==> src/rtl/lsu_mc_pkg.sv <==
`default_nettype none
// ============================================================================
// Module   : lsu_mc_pkg
// Purpose  : Shared definitions for the multi-cycle load/store unit.
//            Operation codes ({is_store, funct3}), FSM state encoding and
//            the access-width byte-mask helper.
// Ports    : none (package)
// Revision : 1.0 - initial release
// ============================================================================
package lsu_mc_pkg;

    // Operation codes, {is_store, funct3}
    localparam logic [3:0] LSU_LB  = 4'b0000;
    localparam logic [3:0] LSU_LH  = 4'b0001;
    localparam logic [3:0] LSU_LW  = 4'b0010;
    localparam logic [3:0] LSU_LD  = 4'b0011;
    localparam logic [3:0] LSU_LBU = 4'b0100;
    localparam logic [3:0] LSU_LHU = 4'b0101;
    localparam logic [3:0] LSU_LWU = 4'b0110;
    localparam logic [3:0] LSU_SB  = 4'b1000;
    localparam logic [3:0] LSU_SH  = 4'b1001;
    localparam logic [3:0] LSU_SW  = 4'b1010;
    localparam logic [3:0] LSU_SD  = 4'b1011;

    // Controller states
    typedef enum logic [2:0] {
        ST_IDLE  = 3'd0,
        ST_MREQ  = 3'd1,
        ST_MWAIT = 3'd2,
        ST_RESP  = 3'd3,
        ST_ERR   = 3'd4
    } lsu_state_e;

    // Byte mask of an access of size 2**size bytes, right-aligned.
    function automatic logic [7:0] lsu_width_mask(input logic [1:0] size);
        logic [7:0] mask;
        case (size)
            2'd0:    mask = 8'h01;
            2'd1:    mask = 8'h03;
            2'd2:    mask = 8'h0F;
            default: mask = 8'hFF;
        endcase
        return mask;
    endfunction

endpackage
`default_nettype wire

==> src/rtl/lsu_mc_if.sv <==
`default_nettype none
// ============================================================================
// Module   : lsu_mc_if
// Purpose  : Bundles the pipeline request/response channel and the data
//            memory channel of the load/store unit.
// Ports    : none; modports
//              slave  - the load/store unit itself
//              master - the surrounding pipeline + memory environment
// Revision : 1.0 - initial release
// ============================================================================
interface lsu_mc_if #(
    parameter int XLEN   = 32,
    parameter int ADDR_W = 32
);
    localparam int NB = XLEN / 8;

    // Pipeline side
    logic              req_valid;
    logic              req_ready;
    logic [3:0]        req_op;
    logic [ADDR_W-1:0] req_addr;
    logic [XLEN-1:0]   req_wdata;
    logic              rsp_valid;
    logic [XLEN-1:0]   rsp_data;
    logic              rsp_err;

    // Memory side
    logic              mem_req_valid;
    logic              mem_req_ready;
    logic              mem_we;
    logic [ADDR_W-1:0] mem_addr;
    logic [NB-1:0]     mem_be;
    logic [XLEN-1:0]   mem_wdata;
    logic              mem_rsp_valid;
    logic [XLEN-1:0]   mem_rdata;

    modport slave (
        input  req_valid, req_op, req_addr, req_wdata,
        output req_ready, rsp_valid, rsp_data, rsp_err,
        output mem_req_valid, mem_we, mem_addr, mem_be, mem_wdata,
        input  mem_req_ready, mem_rsp_valid, mem_rdata
    );

    modport master (
        output req_valid, req_op, req_addr, req_wdata,
        input  req_ready, rsp_valid, rsp_data, rsp_err,
        input  mem_req_valid, mem_we, mem_addr, mem_be, mem_wdata,
        output mem_req_ready, mem_rsp_valid, mem_rdata
    );

endinterface
`default_nettype wire

==> src/rtl/lsu_lane_align.sv <==
`default_nettype none
// ============================================================================
// Module   : lsu_lane_align
// Purpose  : Combinational lane steering for the load/store unit.
//            Computes byte enables and lane-shifted store data, flags
//            illegal or misaligned accesses, and extracts/extends the
//            addressed bytes of a memory read word.
// Ports    : i_op        operation {is_store, funct3}
//            i_off       byte offset within the memory word
//            i_wdata     right-aligned store data
//            i_rdata     full-width memory read word
//            o_be        byte enables
//            o_wdata_sh  store data shifted into lane position
//            o_rdata_ext extracted and sign/zero-extended load data
//            o_misaligned, o_illegal  access fault flags
// Revision : 1.0 - initial release
// ============================================================================
module lsu_lane_align
    import lsu_mc_pkg::*;
#(
    parameter int XLEN = 32,
    localparam int NB   = XLEN / 8,
    localparam int OFFW = $clog2(NB)
) (
    input  wire logic [3:0]      i_op,
    input  wire logic [OFFW-1:0] i_off,
    input  wire logic [XLEN-1:0] i_wdata,
    input  wire logic [XLEN-1:0] i_rdata,
    output logic [NB-1:0]        o_be,
    output logic [XLEN-1:0]      o_wdata_sh,
    output logic [XLEN-1:0]      o_rdata_ext,
    output logic                 o_misaligned,
    output logic                 o_illegal
);

    logic [2:0]      w_off3;
    logic [1:0]      w_size;
    logic [NB-1:0]   w_mask;
    logic [XLEN-1:0] w_rsh;

    assign w_off3 = 3'(i_off);
    assign w_size = i_op[1:0];
    assign w_mask = NB'(lsu_width_mask(w_size));

    // (1 << size) - 1 wraps to 3'b111 for doublewords, so one expression
    // covers every size.
    assign o_misaligned = |(w_off3 & ((3'd1 << w_size) - 3'd1));

    always_comb begin
        o_illegal = 1'b0;
        if (i_op == 4'b0111 || i_op[3:2] == 2'b11) begin
            o_illegal = 1'b1;
        end
        if (XLEN == 32 && (i_op == LSU_LD || i_op == LSU_LWU || i_op == LSU_SD)) begin
            o_illegal = 1'b1;
        end
    end

    assign o_be       = w_mask << i_off;
    assign o_wdata_sh = i_wdata << {i_off, 3'b000};
    assign w_rsh      = i_rdata >> {i_off, 3'b000};

    // Sized casts of signed operands sign-extend; unsigned ones zero-extend.
    always_comb begin
        o_rdata_ext = '0;
        case (i_op[2:0])
            3'b000:  o_rdata_ext = XLEN'($signed(w_rsh[7:0]));
            3'b001:  o_rdata_ext = XLEN'($signed(w_rsh[15:0]));
            3'b010:  o_rdata_ext = XLEN'($signed(w_rsh[31:0]));
            3'b011:  o_rdata_ext = w_rsh;
            3'b100:  o_rdata_ext = XLEN'(w_rsh[7:0]);
            3'b101:  o_rdata_ext = XLEN'(w_rsh[15:0]);
            3'b110:  o_rdata_ext = XLEN'(w_rsh[31:0]);
            default: o_rdata_ext = '0;
        endcase
    end

endmodule
`default_nettype wire

==> src/rtl/lsu_mc.sv <==
`default_nettype none
// ============================================================================
// Module   : lsu_mc
// Purpose  : Multi-cycle load/store unit between execute stage and data
//            memory. One transaction outstanding; faults are answered
//            without touching memory.
// Ports    : clk  system clock
//            rst  asynchronous active-high reset
//            bus  lsu_mc_if.slave - pipeline req/rsp and memory channel
// Revision : 1.0 - initial release
// ============================================================================
module lsu_mc
    import lsu_mc_pkg::*;
#(
    parameter int XLEN   = 32,
    parameter int ADDR_W = 32
) (
    input  wire logic clk,
    input  wire logic rst,
    lsu_mc_if.slave   bus
);

    localparam int NB   = XLEN / 8;
    localparam int OFFW = $clog2(NB);

    lsu_state_e        r_state;
    logic [3:0]        r_op;
    logic [OFFW-1:0]   r_off;
    logic              r_mem_req_valid;
    logic              r_mem_we;
    logic [ADDR_W-1:0] r_mem_addr;
    logic [NB-1:0]     r_mem_be;
    logic [XLEN-1:0]   r_mem_wdata;
    logic              r_rsp_valid;
    logic              r_rsp_err;
    logic [XLEN-1:0]   r_rsp_data;

    logic [3:0]        w_op;
    logic [OFFW-1:0]   w_off;
    logic [NB-1:0]     w_be;
    logic [XLEN-1:0]   w_wdata_sh;
    logic [XLEN-1:0]   w_rdata_ext;
    logic              w_misaligned;
    logic              w_illegal;

    // One aligner serves both phases: in IDLE it looks at the incoming
    // request, afterwards at the captured op/offset for load extraction.
    assign w_op  = (r_state == ST_IDLE) ? bus.req_op : r_op;
    assign w_off = (r_state == ST_IDLE) ? bus.req_addr[OFFW-1:0] : r_off;

    lsu_lane_align #(
        .XLEN (XLEN)
    ) u_align (
        .i_op         (w_op),
        .i_off        (w_off),
        .i_wdata      (bus.req_wdata),
        .i_rdata      (bus.mem_rdata),
        .o_be         (w_be),
        .o_wdata_sh   (w_wdata_sh),
        .o_rdata_ext  (w_rdata_ext),
        .o_misaligned (w_misaligned),
        .o_illegal    (w_illegal)
    );

    always_ff @(posedge clk or posedge rst) begin
        if (rst) begin
            r_state         <= ST_IDLE;
            r_op            <= '0;
            r_off           <= '0;
            r_mem_req_valid <= 1'b0;
            r_mem_we        <= 1'b0;
            r_mem_addr      <= '0;
            r_mem_be        <= '0;
            r_mem_wdata     <= '0;
            r_rsp_valid     <= 1'b0;
            r_rsp_err       <= 1'b0;
            r_rsp_data      <= '0;
        end else begin
            // Response strobe lasts exactly one cycle.
            r_rsp_valid <= 1'b0;
            r_rsp_err   <= 1'b0;
            r_rsp_data  <= '0;
            case (r_state)
                ST_IDLE: begin
                    if (bus.req_valid) begin
                        r_op  <= bus.req_op;
                        r_off <= bus.req_addr[OFFW-1:0];
                        if (w_illegal || w_misaligned) begin
                            r_state     <= ST_ERR;
                            r_rsp_valid <= 1'b1;
                            r_rsp_err   <= 1'b1;
                        end else begin
                            r_state         <= ST_MREQ;
                            r_mem_req_valid <= 1'b1;
                            r_mem_we        <= bus.req_op[3];
                            r_mem_addr      <= {bus.req_addr[ADDR_W-1:OFFW], {OFFW{1'b0}}};
                            r_mem_be        <= w_be;
                            r_mem_wdata     <= w_wdata_sh;
                        end
                    end
                end
                ST_MREQ: begin
                    if (bus.mem_req_ready) begin
                        r_mem_req_valid <= 1'b0;
                        r_state         <= ST_MWAIT;
                    end
                end
                ST_MWAIT: begin
                    if (bus.mem_rsp_valid) begin
                        r_rsp_valid <= 1'b1;
                        r_rsp_data  <= r_op[3] ? '0 : w_rdata_ext;
                        r_state     <= ST_RESP;
                    end
                end
                ST_RESP: r_state <= ST_IDLE;
                ST_ERR:  r_state <= ST_IDLE;
                default: r_state <= ST_IDLE;
            endcase
        end
    end

    // Held low during reset so nothing is accepted while rst is high.
    assign bus.req_ready     = (r_state == ST_IDLE) && !rst;
    assign bus.rsp_valid     = r_rsp_valid;
    assign bus.rsp_err       = r_rsp_err;
    assign bus.rsp_data      = r_rsp_data;
    assign bus.mem_req_valid = r_mem_req_valid;
    assign bus.mem_we        = r_mem_we;
    assign bus.mem_addr      = r_mem_addr;
    assign bus.mem_be        = r_mem_be;
    assign bus.mem_wdata     = r_mem_wdata;

endmodule
`default_nettype wire
==> src/flat_wrapper.sv <==
// flat-port wrapper written by rule: the top's interface ports become plain ports
module lsu_mc_flat import lsu_mc_pkg::*;
#(
    parameter int XLEN   = 32,
    parameter int ADDR_W = 32
)
  (clk, rst, bus_req_valid, bus_req_op, bus_req_addr, bus_req_wdata, bus_req_ready, bus_rsp_valid, bus_rsp_data, bus_rsp_err, bus_mem_req_valid, bus_mem_we, bus_mem_addr, bus_mem_be, bus_mem_wdata, bus_mem_req_ready, bus_mem_rsp_valid, bus_mem_rdata);
  lsu_mc_if #(.XLEN(XLEN), .ADDR_W(ADDR_W)) bus_i ();
  input  wire logic clk;
  input  wire logic rst;
  input wire logic [$bits(bus_i.req_valid)-1:0] bus_req_valid;
  input wire logic [$bits(bus_i.req_op)-1:0] bus_req_op;
  input wire logic [$bits(bus_i.req_addr)-1:0] bus_req_addr;
  input wire logic [$bits(bus_i.req_wdata)-1:0] bus_req_wdata;
  output wire logic [$bits(bus_i.req_ready)-1:0] bus_req_ready;
  output wire logic [$bits(bus_i.rsp_valid)-1:0] bus_rsp_valid;
  output wire logic [$bits(bus_i.rsp_data)-1:0] bus_rsp_data;
  output wire logic [$bits(bus_i.rsp_err)-1:0] bus_rsp_err;
  output wire logic [$bits(bus_i.mem_req_valid)-1:0] bus_mem_req_valid;
  output wire logic [$bits(bus_i.mem_we)-1:0] bus_mem_we;
  output wire logic [$bits(bus_i.mem_addr)-1:0] bus_mem_addr;
  output wire logic [$bits(bus_i.mem_be)-1:0] bus_mem_be;
  output wire logic [$bits(bus_i.mem_wdata)-1:0] bus_mem_wdata;
  input wire logic [$bits(bus_i.mem_req_ready)-1:0] bus_mem_req_ready;
  input wire logic [$bits(bus_i.mem_rsp_valid)-1:0] bus_mem_rsp_valid;
  input wire logic [$bits(bus_i.mem_rdata)-1:0] bus_mem_rdata;
  assign bus_i.req_valid = bus_req_valid;
  assign bus_i.req_op = bus_req_op;
  assign bus_i.req_addr = bus_req_addr;
  assign bus_i.req_wdata = bus_req_wdata;
  assign bus_req_ready = bus_i.req_ready;
  assign bus_rsp_valid = bus_i.rsp_valid;
  assign bus_rsp_data = bus_i.rsp_data;
  assign bus_rsp_err = bus_i.rsp_err;
  assign bus_mem_req_valid = bus_i.mem_req_valid;
  assign bus_mem_we = bus_i.mem_we;
  assign bus_mem_addr = bus_i.mem_addr;
  assign bus_mem_be = bus_i.mem_be;
  assign bus_mem_wdata = bus_i.mem_wdata;
  assign bus_i.mem_req_ready = bus_mem_req_ready;
  assign bus_i.mem_rsp_valid = bus_mem_rsp_valid;
  assign bus_i.mem_rdata = bus_mem_rdata;
  lsu_mc #(.XLEN(XLEN), .ADDR_W(ADDR_W)) u_core (.clk(clk), .rst(rst), .bus(bus_i));
endmodule
==> config.mk <==
export PLATFORM = sky130hd
export DESIGN_NAME = lsu_mc_flat
export DESIGN_NICKNAME = d
export VERILOG_FILES = /design/src/rtl/lsu_mc_pkg.sv /design/src/rtl/lsu_mc_if.sv /design/src/rtl/lsu_lane_align.sv /design/src/rtl/lsu_mc.sv /design/src/flat_wrapper.sv
export SDC_FILE = /design/constraint.sdc
export NUM_CORES = 1
export LEC_CHECK = 0
export CAP_MARGIN = 20
export CORE_MARGIN = 5
export CORE_UTILIZATION = 40
export DETAILED_ROUTE_END_ITERATION = 10
export GPL_TIMING_DRIVEN = 1
export PLACE_DENSITY = 0.75
export SETUP_SLACK_MARGIN = 0.15
export SLEW_MARGIN = 25
export SYNTH_ARGS = -nofsm -noshare
export SYNTH_HDL_FRONTEND = slang
export SYNTH_SLANG_ARGS = --single-unit
==> constraint.sdc <==
create_clock -name clk -period 5.31 [get_ports clk]
set_clock_uncertainty 0.05 [all_clocks]
set_input_delay 1.062 -clock clk [delete_from_list [all_inputs] [get_ports clk]]
set_output_delay 1.062 -clock clk [all_outputs]
set_load 0.02 [all_outputs]
==> metrics.yaml, run 1 <==
outcome:
  status: "finished, final reports clean"
clocking:
  htree_num_levels: 3
  cts_num_sinks: 111
  cts-buffers-inserted: 9
  cts.repair.resized: 0
  cts.reportedPaths.clkPinSlew_ns: 0.06
  clock_tree.buffer_depth: 2
  cts_setup_buffers: 0
  insertion_delay_ns: 0.35
  tritoncts: "done"
  ctsHoldBuffers: 0
  cts_root_buffer: "sky130_fd_sc_hd__clkbuf_16"
timing:
  count_of_endpoints_failing_setup_in_the_final_report: 0
  grt_setup_unrepaired: "no"
  layout_min_cycle_time_ns: 3.55
  timing.setup.tns_ns: 0
  max_clock_freq_mhz: 281
  final.hold.worst_slack_ns: 0.421
  final_max_slew_viol_count: 0
  slew_headroom_pct: 34.1
  min_period_over_period_pct: 66.9
  worst-slew-pin-transition_ns: 0.983
  final_hold_viol_count: 0
routing:
  drc: 0
  drt_wl_total_um: 16000
  vias_per_cell: 5.15
  dr_total_vias: 4554
  route.detailed.wl_per_inst_um: 18.1
  dr_iter_0_viols: 234
  route.met3.wl_um: 1620
  highest-signal-layer: "met4"
  post_route_antenna_net_violation_count: 0
  first_pass_iteration_count_of_the_detailed_router: 4
  route.layer.met1.wl_um: 6600
  detailroute.wirelength.met2_um: 7460
synthesis:
  synth.yosys.seq_area_share_pct: 52.6
  yosysTopAreaCellShare_pct: 52.6
  synth-main-ff-cell: "sky130_fd_sc_hd__dfrtp_1"
  synth_edf_count: 0
  async_flop_share_pct: 100
  synth_cell_types: 48
  netlist_area_um2: 5280
  ys_seq_elements: 111
  top_cells_by_area_synth: "sky130_fd_sc_hd__dfrtp_1 (53%), sky130_fd_sc_hd__nand2_1 (11%), sky130_fd_sc_hd__mux2i_1 (6.8%)"
  syn_avg_cell_area_um2: 10.3
  syn_inst: 515
  synth_area_leader_cell: "sky130_fd_sc_hd__dfrtp_1"
  ys_warns: 0
critical_path:
  cp_num_buf_inv: 2
  rr_startpoint: "u_core.r_state[2]"
  start_kind: "primary input"
  critPathMaxStageDelay_ns: 0.66
  worstReg2RegEnd: "u_core.bus.rsp_data[8]"
  critical_path_arrival_ns: 2.44
  worst_reg_to_reg_path_cell_count: 6
  crit_path_end_kind: "output pin"
  family_with_the_most_delay_on_the_worst_path: "buffers and inverters"
  largest_fanout_on_the_critical_path: 2
  path_class: "primary input to output pin"
  critPathSlowestCell: "sky130_fd_sc_hd__clkdlybuf4s50_1"
  cp.required_ns: 4.20
  cp_cell_sequence: "clkdlybuf4s50_1, nor4_1, clkdlybuf4s50_1"
  ff2ff_setup_slack_ns: 2.50
  critPathMostFrequentCell: "sky130_fd_sc_hd__clkdlybuf4s50_1"
layout:
  mostFrequentLayoutCell: "sky130_fd_sc_hd__clkdlybuf4s50_1"
  syn_to_final_growth_pct: 46.2
  final-seq-area_um2: 2780
  final_net_count: 811
  num_antenna_cells: 0
  multi_input_combinational_cell_area_um2: 2330
  drive_above_1_share_pct: 9.59
  n_fill_cell: 1066
  most-common-layout-cells: "sky130_fd_sc_hd__clkdlybuf4s50_1 (207), sky130_fd_sc_hd__nand2_1 (154), sky130_fd_sc_hd__dfrtp_1 (111)"
min_path:
  timing.hold.worst_path_depth: 2
  hold_start: "u_core.bus.mem_wdata[4]"
  hold_end: "u_core.bus.mem_wdata[4]"
  min_path_type: "flip-flop to flip-flop"
floorplan:
  dieWidth_um: 125
  ioPinCount: 210
  start_util_pct: 40.3
  die-height_um: 125
  die_area_um2: 15600
  placementRows: 42
  coreArea_um2: 13100
job:
  max_cap_violations: 0
pwr:
  power_frac_clock_pct: 14.8
  power.leakage_nw: 3.57
  p_switching_mw: 1.73
  total_power_mw: 4.23
  sw_frac_of_total_pct: 40.9
  sequentialPowerShare_pct: 31.3
  pwr_density_cell_nw_per_um2: 549
  p_comb_share_pct: 53.8
  max-vdd-ir-drop_mv: 0.314
  internal_power_mw: 2.50
place:
  port-buffer-count: 207
  detailed_place_hpwl_um: 11500
  globalplace.congestion: 0.829
grt:
  global_route_wire_length_before_repair_um: 26000
  grt_pass1_vias: 4948
  grt_util_all_layers_pct: 20.6
  maximum_number_of_pins_on_one_net_before_global_route_repair: 76
  globalRouteOverflowTotal: 0
  number_of_antenna_violations_at_the_first_check_in_global_routing: 0
## logic make-up after synthesis
kind of cell / share of synthesized area, %
compound gates: 11.0
buf+inv: 4.08
flops: 52.6
mux: 15.1
other cells: 0.0710
simple gates: 17.1
## cell usage after synthesis, types with 6 or more instances
cell                         n
sky130_fd_sc_hd__nand2_1   154
sky130_fd_sc_hd__dfrtp_1   111
sky130_fd_sc_hd__mux2i_1    36
sky130_fd_sc_hd__mux2_2     27
sky130_fd_sc_hd__nor2_1     20
sky130_fd_sc_hd__o21ai_0    18
sky130_fd_sc_hd__clkbuf_1   11
sky130_fd_sc_hd__o21ai_1    11
sky130_fd_sc_hd__buf_2      10
sky130_fd_sc_hd__a21oi_1     9
sky130_fd_sc_hd__a221oi_1    9
sky130_fd_sc_hd__nand3_1     9
sky130_fd_sc_hd__o31ai_1     9
sky130_fd_sc_hd__a21o_1      8
sky130_fd_sc_hd__and3_1      8
sky130_fd_sc_hd__buf_6       7
sky130_fd_sc_hd__a22oi_1     6
## sequential cells by signal (all words and copies together), names as in the netlist
name	count
u_core.bus.mem_addr	30
u_core.r_op	4
u_core.bus.mem_wdata	32
u_core.bus.rsp_data	32
u_core.bus.rsp_err	1
u_core.bus.mem_be	4
u_core.bus.mem_req_valid	1
u_core.r_state	3
u_core.bus.mem_we	1
u_core.bus.rsp_valid	1
u_core.r_off	2
## per-layer routing
| metal | vias to the layer above | track usage, % |
|---|---|---|
| met5 | - | 0 |
| met4 | 0 | 8.16 |
| met3 | 27 | 8.62 |
| met2 | 192 | 32.6 |
| met1 | 2191 | 25.0 |
| li1 | 2144 | - |
## power groups by stage
stage	Combinational [mW]	Sequential, mW	Clock, mW
after floorplan	1.18	1.58	0
after global placement	2.25	1.33	0
after detailed placement	2.29	1.34	0
after CTS	2.29	1.33	0.644
after global routing	2.45	1.37	0.677
final	2.28	1.33	0.628
## metrics by stage
stage               setup slack, ns  util [%]  cells  area [um^2]
global route                   1.71      59.0    885         7720
floorplan                      1.27         -    516         5280
CTS                            1.78      58.9    885         7710
finish                         1.76      59.0    885         7720
global placement               1.69      56.9    871         7440
detailed placement             1.59      56.9    871         7440
## tightest hold or removal path: cells and delay by family (launching register included)
family,cells,cell delay [ns]
and+or+nand+nor,2,0.10
DFF,1,0.34
## worst max-delay path by stage
stage,startpoint,end,slack [ns],cells after the start
after floorplan,rst,u_core.bus.mem_addr[10],1.27,1
after global placement,bus_req_addr[0],u_core.bus.mem_be[3],1.69,6
after detailed placement,bus_req_addr[0],u_core.bus.mem_be[3],1.59,6
after CTS,rst,bus_req_ready,1.78,3
after global routing,rst,bus_req_ready,1.71,3
final,rst,bus_req_ready,1.76,3
## final cells by class
| cell class | count | share of cell area, % |
|---|---|---|
| clock inverters | 1 | 0.0648 |
| repair buffers | 213 | 27.4 |
| clock buffers | 13 | 3.37 |
| well taps | 176 | 2.85 |
| multi-input cells | 370 | 30.2 |
| inverters | 1 | 0.113 |
| flip-flops and latches | 111 | 36.0 |
Note: power is estimated with default switching activity, not from simulation.
==> inputs of run 2 (changes only) <==
==> constraint.sdc (replaced) <==
create_clock -name clk -period 3.6 [get_ports clk]
set_clock_uncertainty 0.05 [all_clocks]
set_input_delay 0.72 -clock clk [delete_from_list [all_inputs] [get_ports clk]]
set_output_delay 0.72 -clock clk [all_outputs]
set_load 0.02 [all_outputs]
==> run 2 against run 1 <==
Net effect: sequential share of layout area shrank 0.61 points; non-clock buffer count grew 5; register-to-register slack lost 1.8 ns; combinational power grew 50%; global-route usage grew 0.65 points; worst setup slack lost 1.0 ns; highest routed layer unchanged; via count grew 0.99%; die area is the same; total power grew 52%; sequential power grew 48%; first-iteration DRC count grew 18%; largest power group unchanged.
==> metrics.yaml, run 2 (synthesis results as in run 1) <==
outcome:
  status: "finished, final reports clean"
critical_path:
  worstReg2RegEnd: "u_core.bus.rsp_data[17]"
  critical_path_arrival_ns: 3.00  # +0.56 ns
  crit_path_end_kind: "flip-flop"
  path_class: "flip-flop to flip-flop"
  rr_startpoint: "u_core.r_state[2]"
  crit_start: "u_core.r_state[2]"
  ff2ff_setup_slack_ns: 0.74  # -1.76 ns
  crit_path_end: "u_core.bus.rsp_data[17]"
  cp.required_ns: 3.73  # -0.47 ns
  critPathSlowestCell: "sky130_fd_sc_hd__o311ai_2"
  critPathMaxStageDelay_ns: 0.58  # -0.08 ns
  cp_cell_sequence: "nor3_2, buf_4, mux2_2, a21oi_1, o311ai_2, o21ai_0"
  worst_reg_to_reg_path_cell_count: 6  # unchanged
  largest_fanout_on_the_critical_path: 16  # +14
  start_kind: "flip-flop"
clocking:
  insertion_delay_ns: 0.35  # about the same
  cts-buffers-inserted: 9  # unchanged
  cts.reportedPaths.clkPinSlew_ns: 0.07  # about the same
  cts.repair.resized: 0  # unchanged
  cts_num_sinks: 111  # unchanged
  cts_setup_buffers: 0  # unchanged
  cts_root_buffer: "sky130_fd_sc_hd__clkbuf_16"
  ctsHoldBuffers: 0  # unchanged
  clock_tree.buffer_depth: 2  # unchanged
  tritoncts: "done"
  htree_num_levels: 3  # unchanged
grt:
  maximum_number_of_pins_on_one_net_before_global_route_repair: 69  # -9.2%
  grt_util_all_layers_pct: 21.3  # +0.65 points
  number_of_antenna_violations_at_the_first_check_in_global_routing: 0  # unchanged
  globalRouteOverflowTotal: 0  # unchanged
  grt_pass1_vias: 4917  # -0.63%
  global_route_wire_length_before_repair_um: 26500  # +1.9%
layout:
  most-common-layout-cells: "sky130_fd_sc_hd__clkdlybuf4s50_1 (207), sky130_fd_sc_hd__nand2_1 (154), sky130_fd_sc_hd__dfrtp_1 (111)"
  final_net_count: 816  # +0.62%
  syn_to_final_growth_pct: 48.8
  mostFrequentLayoutCell: "sky130_fd_sc_hd__clkdlybuf4s50_1"
  num_antenna_cells: 0  # unchanged
  drive_above_1_share_pct: 10.6  # +1.0 points
floorplan:
  die_area_um2: 15600  # unchanged
  start_util_pct: 40.3  # unchanged
  dieWidth_um: 125  # unchanged
  die-height_um: 125  # unchanged
  placementRows: 42  # unchanged
  coreArea_um2: 13100  # unchanged
  ioPinCount: 210  # unchanged
routing:
  dr_total_vias: 4599  # +0.99%
  vias_per_cell: 5.16  # +0.20%
  drt_wl_total_um: 16800  # +4.8%
  drc: 0  # unchanged
  route.detailed.wl_per_inst_um: 18.8  # +4.0%
  first_pass_iteration_count_of_the_detailed_router: 4  # unchanged
  dr_iter_0_viols: 276  # +18%
  post_route_antenna_net_violation_count: 0  # unchanged
place:
  detailed_place_hpwl_um: 12300  # +6.3%
  port-buffer-count: 207  # unchanged
  globalplace.congestion: 0.820  # -1.0%
timing:
  final.hold.worst_slack_ns: 0.426  # +0.00553 ns
  count_of_endpoints_failing_setup_in_the_final_report: 0  # unchanged
  layout_min_cycle_time_ns: 2.86
  max_clock_freq_mhz: 349
  grt_setup_unrepaired: "no"
  min_period_over_period_pct: 79.5
  final_max_slew_viol_count: 0  # unchanged
  timing.setup.tns_ns: 0  # unchanged
  slew_headroom_pct: 30.3  # -3.8 points
  worst-slew-pin-transition_ns: 1.04  # +0.0565 ns
  final_hold_viol_count: 0  # unchanged
pwr:
  sw_frac_of_total_pct: 40.8  # -0.12 points
  internal_power_mw: 3.81  # +52%
  pwr_density_cell_nw_per_um2: 820  # +49%
  p_comb_share_pct: 53.2  # -0.6 points
  p_switching_mw: 2.63  # +52%
  power.leakage_nw: 3.64  # +1.8%
  max-vdd-ir-drop_mv: 0.527  # +68%
  power_frac_clock_pct: 16.2  # +1.4 points
  sequentialPowerShare_pct: 30.6  # -0.7 points
min_path:
  min_path_type: "flip-flop to flip-flop"
job:
  max_cap_violations: 0  # unchanged
## run 2: cell type report
class	instances	area (um^2)
inverters	1	7.51
multi-input cells	370	2320
fillers	1066	5230
clock inverters	5	63.8
well taps	176	220
flip-flops and latches	111	2780
clock buffers	11	243
repair buffers	218	2220
## run 2: how the worst min path moves through the flow
stage | from | end | slack, ns | cells after the start
after floorplan | u_core.r_op[3] | u_core.r_op[3] | 0.45 | 1
after global placement | u_core.bus.mem_wdata[4] | u_core.bus.mem_wdata[4] | 0.40 | 2
after detailed placement | u_core.bus.mem_wdata[1] | u_core.bus.mem_wdata[1] | 0.41 | 2
after CTS | u_core.bus.mem_wdata[10] | u_core.bus.mem_wdata[10] | 0.43 | 2
after global routing | u_core.bus.mem_addr[15] | u_core.bus.mem_addr[15] | 0.46 | 2
final | u_core.bus.mem_wdata[4] | u_core.bus.mem_wdata[4] | 0.43 | 2
## run 2: metal layers
layer  share of wire (%)  track usage, %  up-vias
li1                    -               -     2156
met1                  40            24.5     2224
met2                  48            35.3      197
met3                  10            9.01       22
met4                 2.0            7.84        0
met5                   0               0        -
## run 2: critical path: cells and delay by family (launching register included)
kind / cells / cell delay (ns)
multiplexers: 1 / 0.45
buffers and inverters: 1 / 0.27
AO/OA/AOI/OAI: 3 / 0.97
AND/OR/NAND/NOR: 1 / 0.45
flip-flops: 1 / 0.49
## run 2: through the flow
step / instances / area [um^2] / utilization [%] / power [mW] / setup slack, ns
5_1_grt: 892 / 7850 / 60.0 / 6.83 / 0.564
3_3_place_gp: 876 / 7550 / 57.7 / 5.35 / 0.519
6_report: 892 / 7850 / 60.0 / 6.44 / 0.738
2_1_floorplan: 516 / 5290 / - / 4.07 / 1.29
3_5_place_dp: 876 / 7550 / 57.7 / 5.44 / 0.474
4_1_cts: 892 / 7850 / 60.0 / 6.50 / 0.782
## run 2: power groups by stage
stage | clock (mW) | combinational [mW] | sequential (mW)
after floorplan | 0 | 1.74 | 2.33
after global routing | 1.12 | 3.69 | 2.02
final | 1.04 | 3.42 | 1.97
after detailed placement | 0 | 3.45 | 1.98
after CTS | 1.06 | 3.47 | 1.97
after global placement | 0 | 3.38 | 1.97
==> inputs of run 3 (changes only) <==
--- a/config.mk
+++ b/config.mk
@@ -10,7 +10,7 @@
 export CORE_UTILIZATION = 40
 export DETAILED_ROUTE_END_ITERATION = 10
 export GPL_TIMING_DRIVEN = 1
-export PLACE_DENSITY = 0.75
+export PLACE_DENSITY = 0.78
 export SETUP_SLACK_MARGIN = 0.15
 export SLEW_MARGIN = 25
 export SYNTH_ARGS = -nofsm -noshare
==> constraint.sdc (replaced) <==
create_clock -name clk -period 2.6 [get_ports clk]
set_clock_uncertainty 0.05 [all_clocks]
set_input_delay 0.52 -clock clk [delete_from_list [all_inputs] [get_ports clk]]
set_output_delay 0.52 -clock clk [all_outputs]
set_load 0.02 [all_outputs]
==> run 3 against run 2 <==
Net effect: sequential share of layout area decreased by 0.49 points; largest cell class unchanged; largest power group unchanged; hold slack worse by 0.0028 ns; flip-flop and latch count is the same; cell count grew 1.6%.
==> metrics.yaml, run 3 (synthesis results as in run 1) <==
outcome:
  status: "finished, final reports clean"
grt:
  number_of_antenna_violations_at_the_first_check_in_global_routing: 0  # unchanged
  grt_pass1_vias: 4986  # +1.4%
  globalRouteMet1Util_pct: 24.0  # -0.55 points
  groute.layer.met3.usage_pct: 9.26  # +0.26 points
  global_route_wire_length_before_repair_um: 26500  # unchanged
  busiest_layer: "met2"
  grt_util_all_layers_pct: 21.1  # -0.15 points
  grt_util_met2_pct: 36.2  # +0.92 points
  globalRouteOverflowTotal: 0  # unchanged
  maximum_number_of_pins_on_one_net_before_global_route_repair: 78  # +13%
floorplan:
  ioPinCount: 210  # unchanged
  coreArea_um2: 13100  # unchanged
  die_area_um2: 15600  # unchanged
  dieWidth_um: 125  # unchanged
  die-height_um: 125  # unchanged
  start_util_pct: 40.3  # unchanged
  placementRows: 42  # unchanged
layout:
  syn_to_final_growth_pct: 50.8
  final_area_um2: 7960  # +1.4%
  mostFrequentLayoutCell: "sky130_fd_sc_hd__clkdlybuf4s50_1"
  drive_above_1_share_pct: 12.3  # +1.7 points
  num_antenna_cells: 0  # unchanged
  final_net_count: 830  # +1.7%
  most-common-layout-cells: "sky130_fd_sc_hd__clkdlybuf4s50_1 (206), sky130_fd_sc_hd__nand2_1 (154), sky130_fd_sc_hd__dfrtp_1 (111)"
critical_path:
  family_with_the_most_delay_on_the_worst_path: "simple AND/OR/NAND/NOR gates"
  cp.required_ns: 2.80  # -0.93 ns
  critical_path_arrival_ns: 2.53  # -0.47 ns
  rr_startpoint: "u_core.r_state[2]"
  crit_path_end_kind: "flip-flop"
  largest_fanout_on_the_critical_path: 28  # +12
  cp_num_buf_inv: 2  # +1
  cp_cell_sequence: "clkdlybuf4s50_1, or4b_4, and2_4, buf_4, mux2i_1, nand2_1, and3_1"
  worstReg2RegEnd: "u_core.bus.rsp_data[4]"
  start_kind: "primary input"
  worst_reg_to_reg_path_cell_count: 6  # unchanged
  critPathMaxStageDelay_ns: 0.51  # -0.07 ns
  ff2ff_setup_slack_ns: 0.30  # -0.44 ns
  critPathSlowestCell: "sky130_fd_sc_hd__or4b_4"
  path_class: "primary input to flip-flop"
routing:
  dr_total_vias: 4671  # +1.6%
  route.detailed.wl_per_inst_um: 18.2  # -3.3%
  drc: 0  # unchanged
  dr_iter_0_viols: 285  # +3.3%
  post_route_antenna_net_violation_count: 0  # unchanged
  drt_wl_total_um: 16500  # -1.8%
  vias_per_cell: 5.16  # about the same
  first_pass_iteration_count_of_the_detailed_router: 5  # +1
min_path:
  timing.hold.worst_path_depth: 2  # unchanged
  hold_start: "u_core.bus.mem_wdata[2]"
  min_path_type: "flip-flop to flip-flop"
  hold_end: "u_core.bus.mem_wdata[2]"
place:
  port-buffer-count: 207  # unchanged
  globalplace.congestion: 0.805  # -1.8%
  post_dp_cell_area_um2: 7660  # +1.5%
  pre_cts_slack_ns: -0.106  # -0.580 ns
  detailed_place_hpwl_um: 12100  # -1.7%
clocking:
  cts_root_buffer: "sky130_fd_sc_hd__clkbuf_16"
  tritoncts: "done"
  clock_tree.buffer_depth: 2  # unchanged
  cts_num_sinks: 111  # unchanged
  insertion_delay_ns: 0.35  # about the same
  htree_num_levels: 3  # unchanged
  cts-buffers-inserted: 9  # unchanged
  cts.reportedPaths.clkPinSlew_ns: 0.08  # about the same
  cts_setup_buffers: 0  # unchanged
timing:
  worst_slack_ns: 0.272  # -0.466 ns
  final_max_slew_viol_count: 0  # unchanged
  layout_min_cycle_time_ns: 2.33
  min_period_over_period_pct: 89.6
  grt_setup_unrepaired: "no"
  worst-slew-pin-transition_ns: 0.544  # -0.496 ns
  slew_headroom_pct: 63.7  # +33 points
  final_hold_viol_count: 0  # unchanged
  count_of_endpoints_failing_setup_in_the_final_report: 0  # unchanged
  final.hold.worst_slack_ns: 0.423  # -0.00284 ns
  max_clock_freq_mhz: 429
pwr:
  power_frac_clock_pct: 15.2  # -1.0 points
  max-vdd-ir-drop_mv: 0.525  # -0.43%
  p_switching_mw: 3.67  # +40%
  total_power_mw: 9.00  # +40%
  sw_frac_of_total_pct: 40.8  # about the same
  p_comb_share_pct: 54.5  # +1.3 points
  internal_power_mw: 5.33  # +40%
  sequentialPowerShare_pct: 30.3  # -0.3 points
  pwr_density_cell_nw_per_um2: 1130  # +38%
  power.leakage_nw: 3.71  # +2.1%
job:
  max_cap_violations: 0  # unchanged
run 3: worst register-to-register path: cells and delay by family (launching register included):
| family | cells | cell delay, ns |
|---|---|---|
| muxes | 1 | 0.20 |
| buffers and inverters | 1 | 0.26 |
| and+or+nand+nor | 4 | 1.20 |
| DFF | 1 | 0.49 |
run 3: what timing repair did:
| item | in CTS | in global routing |
|---|---|---|
| endpoints found under the setup margin | 0 | 3 |
| resized for setup | 0 | 3 |
| hold buffers | 0 | 0 |
run 3: how the worst max path moves through the flow:
| stage | slack (ns) | startpoint | depth (start not counted) | end |
|---|---|---|---|---|
| 2_1_floorplan | 0.40 | u_core.r_state[0] | 10 | u_core.bus.mem_be[3] |
| 3_3_place_gp | -0.05 | bus_req_addr[0] | 6 | u_core.bus.mem_wdata[19] |
| 3_5_place_dp | -0.11 | bus_req_addr[0] | 6 | u_core.bus.mem_wdata[19] |
| 4_1_cts | 0.16 | rst | 3 | bus_req_ready |
| 5_1_grt | 0.15 | u_core.r_state[2] | 8 | u_core.bus.mem_be[2] |
| 6_report | 0.27 | bus_req_addr[0] | 7 | u_core.bus.rsp_data[4] |
run 3: layout make-up:
class	count	area, um^2
clock inverters	5	47.5
multi-input cells	370	2330
clock buffers	11	243
flip-flops and latches	111	2780
fillers	1040	5120
well taps	176	220
repair buffers	232	2340
inverters	1	7.51
run 3: stage by stage:
stage          std cells  util, %  setup TNS [ns]
2_1_floorplan        516        -               0
3_3_place_gp         890     58.5          -0.413
3_5_place_dp         890     58.5          -0.704
4_1_cts              906     60.7               0
5_1_grt              906     60.9               0
6_report             906     60.9               0
run 3: power by group through the flow:
stage          logic, mW  clock network [mW]  registers [mW]
2_1_floorplan       2.41                   0            3.23
3_3_place_gp        4.81                   0            2.71
3_5_place_dp        4.89                   0            2.75
4_1_cts             4.91                1.39            2.72
5_1_grt             5.27                1.47            2.81
6_report            4.91                1.37            2.73
run 3: metal layers:
layer | routed length, um | vias up
met3 | 1510 | 22
met5 | 0 | -
li1 | - | 2191
met1 | 6520 | 2285
met4 | 260 | 0
met2 | 8210 | 173
